--- config.mk ---
export PLATFORM = sky130hd
export DESIGN_NAME = dff_write_arbiter
export DESIGN_NICKNAME = d
export VERILOG_FILES = /design/src/rtl/dff_write_arbiter.sv
export SDC_FILE = /design/constraint.sdc
export NUM_CORES = 1
export LEC_CHECK = 0
export BUFFER_PORTS_ARGS = -buffer_cell sky130_fd_sc_hd__buf_2
export CORE_AREA = 2 2 39 41
export DETAILED_ROUTE_END_ITERATION = 10
export DIE_AREA = 0 0 41 43
export PLACE_DENSITY_LB_ADDON = 0.25
export SLEW_MARGIN = 25
export SYNTH_ARGS = -nofsm -noshare
export SYNTH_HDL_FRONTEND = slang
export SYNTH_SLANG_ARGS = --single-unit
--- constraint.sdc ---
create_clock -name clk -period 3.3 [get_ports clk]
set_clock_uncertainty 0.2 [all_clocks]
set_input_delay 0.33 -clock clk [delete_from_list [all_inputs] [get_ports clk]]
set_output_delay 0.33 -clock clk [all_outputs]
set_load 0.02 [all_outputs]
--- src/rtl/dff_write_arbiter.sv ---
// dff_write_arbiter: grants one of NREQ requesters write access to a shared
// enabled D flip-flop and drives its en/d from the current owner. Each
// owner's tenure is capped at MAX_BURST cycles. When a tenure expires, the
// expired owner is skipped for the arbitration that happens at that edge.
// Build option: define ARB_ROUND_ROBIN_EN for round-robin selection.
// Without it, the lowest eligible index wins.
//
// state | meaning
// IDLE  | no owner; gnt/en/d held at 0, arbitrate every edge
// GRANT | one-hot gnt owns the flip-flop; burst_cnt counts tenure cycles
module dff_write_arbiter #(
  parameter int NREQ      = 4,
  parameter int MAX_BURST = 4
) (
  input  logic            clk,
  input  logic            rst_n,
  input  logic [NREQ-1:0] req,
  input  logic [NREQ-1:0] req_d,
  input  logic            q,
  output logic [NREQ-1:0] gnt,
  output logic            en,
  output logic            d,
  output logic            busy,
  output logic            q_out
);

  localparam int         PW      = (NREQ > 1) ? $clog2(NREQ) : 1;
  localparam logic [3:0] MAX_CNT = 4'(MAX_BURST);

  typedef enum logic {IDLE = 1'b0, GRANT = 1'b1} state_t;

  state_t          state, state_nxt;
  logic [NREQ-1:0] gnt_nxt;
  logic            en_nxt, d_nxt;
  logic [3:0]      burst_cnt, cnt_nxt;
  logic [PW-1:0]   own_idx;
  logic [PW-1:0]   win_idx;
  logic            win_vld;
  logic            expired;
  logic [NREQ-1:0] elig;

`ifdef ARB_ROUND_ROBIN_EN
  logic [PW-1:0] ptr, ptr_nxt;

  function automatic logic [PW-1:0] rr_idx(input logic [PW-1:0] p, input int k);
    int s;
    s = int'(p) + k;
    if (s >= NREQ) s = s - NREQ;
    return PW'(s);
  endfunction
`endif

  assign busy  = (state == GRANT);
  assign q_out = q;

  // State and registered outputs; reset clears everything asynchronously.
  always_ff @(posedge clk or negedge rst_n) begin
    if (!rst_n) begin
      state     <= IDLE;
      gnt       <= '0;
      en        <= 1'b0;
      d         <= 1'b0;
      burst_cnt <= '0;
`ifdef ARB_ROUND_ROBIN_EN
      ptr       <= '0;
`endif
    end else begin
      state     <= state_nxt;
      gnt       <= gnt_nxt;
      en        <= en_nxt;
      d         <= d_nxt;
      burst_cnt <= cnt_nxt;
`ifdef ARB_ROUND_ROBIN_EN
      ptr       <= ptr_nxt;
`endif
    end
  end

  // Index of the current owner, decoded from the one-hot grant.
  always_comb begin
    own_idx = '0;
    for (int i = 0; i < NREQ; i++) begin
      if (gnt[i]) own_idx = PW'(i);
    end
  end

  // An expiring owner is masked out of this edge's arbitration only.
  always_comb begin
    expired = (state == GRANT) && (burst_cnt >= MAX_CNT);
    elig    = expired ? (req & ~gnt) : req;
  end

`ifdef ARB_ROUND_ROBIN_EN
  // Round-robin search starting at the pointer, wrapping at NREQ.
  always_comb begin
    win_vld = 1'b0;
    win_idx = '0;
    for (int k = 0; k < NREQ; k++) begin
      if (!win_vld && elig[rr_idx(ptr, k)]) begin
        win_vld = 1'b1;
        win_idx = rr_idx(ptr, k);
      end
    end
  end
`else
  // Fixed priority: lowest eligible index wins.
  always_comb begin
    win_vld = 1'b0;
    win_idx = '0;
    for (int k = 0; k < NREQ; k++) begin
      if (!win_vld && elig[k]) begin
        win_vld = 1'b1;
        win_idx = PW'(k);
      end
    end
  end
`endif

  // Next-state: continue the tenure, hand over with no bubble, or go idle.
  always_comb begin
    state_nxt = state;
    gnt_nxt   = gnt;
    en_nxt    = en;
    d_nxt     = d;
    cnt_nxt   = burst_cnt;
`ifdef ARB_ROUND_ROBIN_EN
    ptr_nxt   = ptr;
`endif
    if (state == GRANT && req[own_idx] && burst_cnt < MAX_CNT) begin
      d_nxt   = req_d[own_idx];
      cnt_nxt = burst_cnt + 4'd1;
    end else if (win_vld) begin
      state_nxt = GRANT;
      gnt_nxt   = {{(NREQ-1){1'b0}}, 1'b1} << win_idx;
      en_nxt    = 1'b1;
      d_nxt     = req_d[win_idx];
      cnt_nxt   = 4'd1;
`ifdef ARB_ROUND_ROBIN_EN
      ptr_nxt   = (win_idx == PW'(NREQ - 1)) ? '0 : win_idx + PW'(1);
`endif
    end else begin
      state_nxt = IDLE;
      gnt_nxt   = '0;
      en_nxt    = 1'b0;
      d_nxt     = 1'b0;
      cnt_nxt   = '0;
    end
  end

endmodule

==> out/metrics.cfg <==
[run_status]
status = completed

[detailed_routing]
routed_wl_mm = 1.17
vias = 495
wl_per_cell_um = 12.5
firstDrtPassIters = 5
final_antenna_net_count = 0
drc = 0
vias_per_cell = 5.27
drt_iter0_drc = 10

[logic_synthesis]
ys_ff_latch = 10
syn_avg_cell_area_um2 = 10.0
synth.distinct_cells = 30
synthCells = 60
synth_nets = 72
synth-warning-count = 0
ys_seq_area_share_pct = 41.7
synth_area_um2 = 601

[floorplan]
die_area_mm2 = 0.00176
dieHeight_um = 43
die_w_um = 41
std_cell_rows = 14
io_pins = 19
start_util_pct = 43.4
placeableCoreArea_mm2 = 0.00138

[job]
maxCapViolations = 0

[worst_setup_path]
crit_fanout = 8
crit_required_ps = 3250
end_kind = register
worstSetupPathType = reg -> reg
crit_arrival_ps = 1920
start_kind = register

[global_route]
grt_max_degree = 11
grt_overflow_total = 0
grt_pass1_vias = 423
grt_pass1_wl_mm = 1.84
grt_antenna_before_repair = 0
grt.total_usage_pct = 15.8

[clocking]
post_cts_buffers = 0
numCtsBuffers = 3
clock_latency_ps = 260
cts_max_path_buffers = 2
htreeDepth = 1
cts_root_buffer = clkbuf_4
path_clk_slew_ps = 60
clock-sinks = 10
cts_tree = built

[finish]
layout_common_cells = buf_2 (16), dfrtp_1 (10), nand2_1 (8)
drive_gt1_share_pct = 38.5
nets = 91
layout_commonest_cell = buf_2
area_growth_pct = 20.0
antenna_cells = 0

[placement]
gp_congestion = 0.820
place_hpwl_um = 871
io_buffers = 16

[sta]
finalSetupViolCount = 0
min_period_over_period_pct = 59.6
rsz0062_at_grt = false
period_needed_ps = 1970
fmax_mhz = 508
fin_setup_tns_ps = 0
slew_viol_final = 0
finalHoldViolations = 0
fin_hold_ws_ps = 166

[power]
total_leakage_power_nw = 0.331
ir_drop_mv = 0.228
power.density_mw_per_mm2 = 526

[hold_path]
hp-class = in -> reg

## path summary, 6_finish.rpt
path	startpoint	to	slack (ps)	cells past startpoint
worst max-delay path	gnt[1]$_DFFE_PN0N_	gnt[0]$_DFFE_PN0N_	1330	5
worst min-delay path	req[3]	gnt[3]$_DFFE_PN0N_	170	3
worst max register to register	gnt[1]$_DFFE_PN0N_	gnt[0]$_DFFE_PN0N_	1330	5
worst min register to register	burst_cnt[0]$_DFF_PN0_	burst_cnt[0]$_DFF_PN0_	260	1
max in group asynchronous	rst_n	burst_cnt[0]$_DFF_PN0_	2460	2
min in group asynchronous	rst_n	gnt[2]$_DFFE_PN0N_	250	2
## state kept, by name (all words and copies together) (netlist names)
signal and count:
busy 1, burst_cnt 4, gnt 4, d 1
## report_power, final
part	total, mW	leakage (nW)	switching, mW	internal, mW
Clock	0.107	0.0210	0.0404	0.0669
Combinational	0.112	0.187	0.0621	0.0504
Sequential	0.159	0.122	0.0182	0.141
Total	0.379	0.331	0.121	0.259
## synthesized netlist by cell type
| library cell | instances | area [µm²] |
|---|---|---|
| nor2b_2 | 1 | 8.76 |
| a21boi_2 | 1 | 11.3 |
| a32oi_1 | 1 | 8.76 |
| mux2_4 | 3 | 45.0 |
| a21oi_1 | 3 | 15.0 |
| nand2_1 | 8 | 30.0 |
| a211o_1 | 1 | 8.76 |
| o31ai_1 | 1 | 7.51 |
| a211oi_1 | 2 | 15.0 |
| o21a_1 | 1 | 7.51 |
| buf_6 | 1 | 11.3 |
| inv_1 | 2 | 7.51 |
| conb_1 | 1 | 3.75 |
| nand3_1 | 1 | 5.00 |
| buf_4 | 2 | 15.0 |
| o2111ai_1 | 1 | 8.76 |
| nand4_1 | 1 | 6.26 |
| and2_2 | 2 | 15.0 |
| o21ai_2 | 1 | 8.76 |
| nor2_1 | 3 | 11.3 |
| nor3_1 | 1 | 5.00 |
| nor2b_1 | 2 | 12.5 |
| a21boi_1 | 1 | 7.51 |
| a31oi_1 | 1 | 6.26 |
| o31ai_2 | 2 | 25.0 |
| ha_1 | 1 | 12.5 |
| o32a_1 | 1 | 10.0 |
| dfrtp_1 | 10 | 250 |
| o21ai_0 | 3 | 15.0 |
| and3_1 | 1 | 6.26 |
## worst max-delay path: stages (launching register included)
cell and delay (ps):
dfrtp_1 450, nor2b_1 180, a211oi_1 60, o31ai_1 220, and3_1 420, mux2_4 330
## layer usage
| metal | routed length (µm) | vias to the layer above | part of all wire (%) | global-route usage, % |
|---|---|---|---|---|
| met5 | 0 | - | 0 | 0 |
| met4 | 0 | 0 | 0 | 10.0 |
| met1 | 543 | 230 | 46 | 23.5 |
| met3 | 45 | 0 | 3.8 | 1.57 |
| li1 | - | 256 | - | - |
| met2 | 584 | 9 | 50 | 21.3 |
## stage by stage
stage	worst slack (ps)	total power, mW	cell area, µm²	instances	utilization, %
2_1_floorplan	1460	0.245	601	60	-
3_3_place_gp	1370	0.273	674	89	48.7
3_5_place_dp	1340	0.274	674	89	48.7
4_1_cts	1320	0.388	721	94	52.1
5_1_grt	1200	0.407	721	94	52.1
6_report	1330	0.379	721	94	52.1
## kinds of logic (layout without fill, tap and decap cells)
kind of cell | Yosys count | after routing | share of synthesized area [%]
AOI/OAI and AO/OA | 20 | 20 | 25.8
and+or+nand+nor | 20 | 20 | 16.7
DFF | 10 | 10 | 41.7
buffers and inverters | 5 | 23 | 5.62
muxes | 3 | 3 | 7.50
adders and majority gates | 1 | 1 | 2.08
other | 1 | 1 | 0.624
## timing repair
item,4_1_cts,5_1_grt
gates resized for setup,0,0
endpoints found under the hold margin,10,0
hold buffers,1,0
## cell type report
cell class              count  area, µm²
fillers                   140        663
multi-input cells          45        317
flip-flops and latches     10        250
repair buffers             17       90.1
clock buffers               4       36.3
well taps                  16       20.0
inverters                   2       7.51
(Power assumes the default switching activity.)
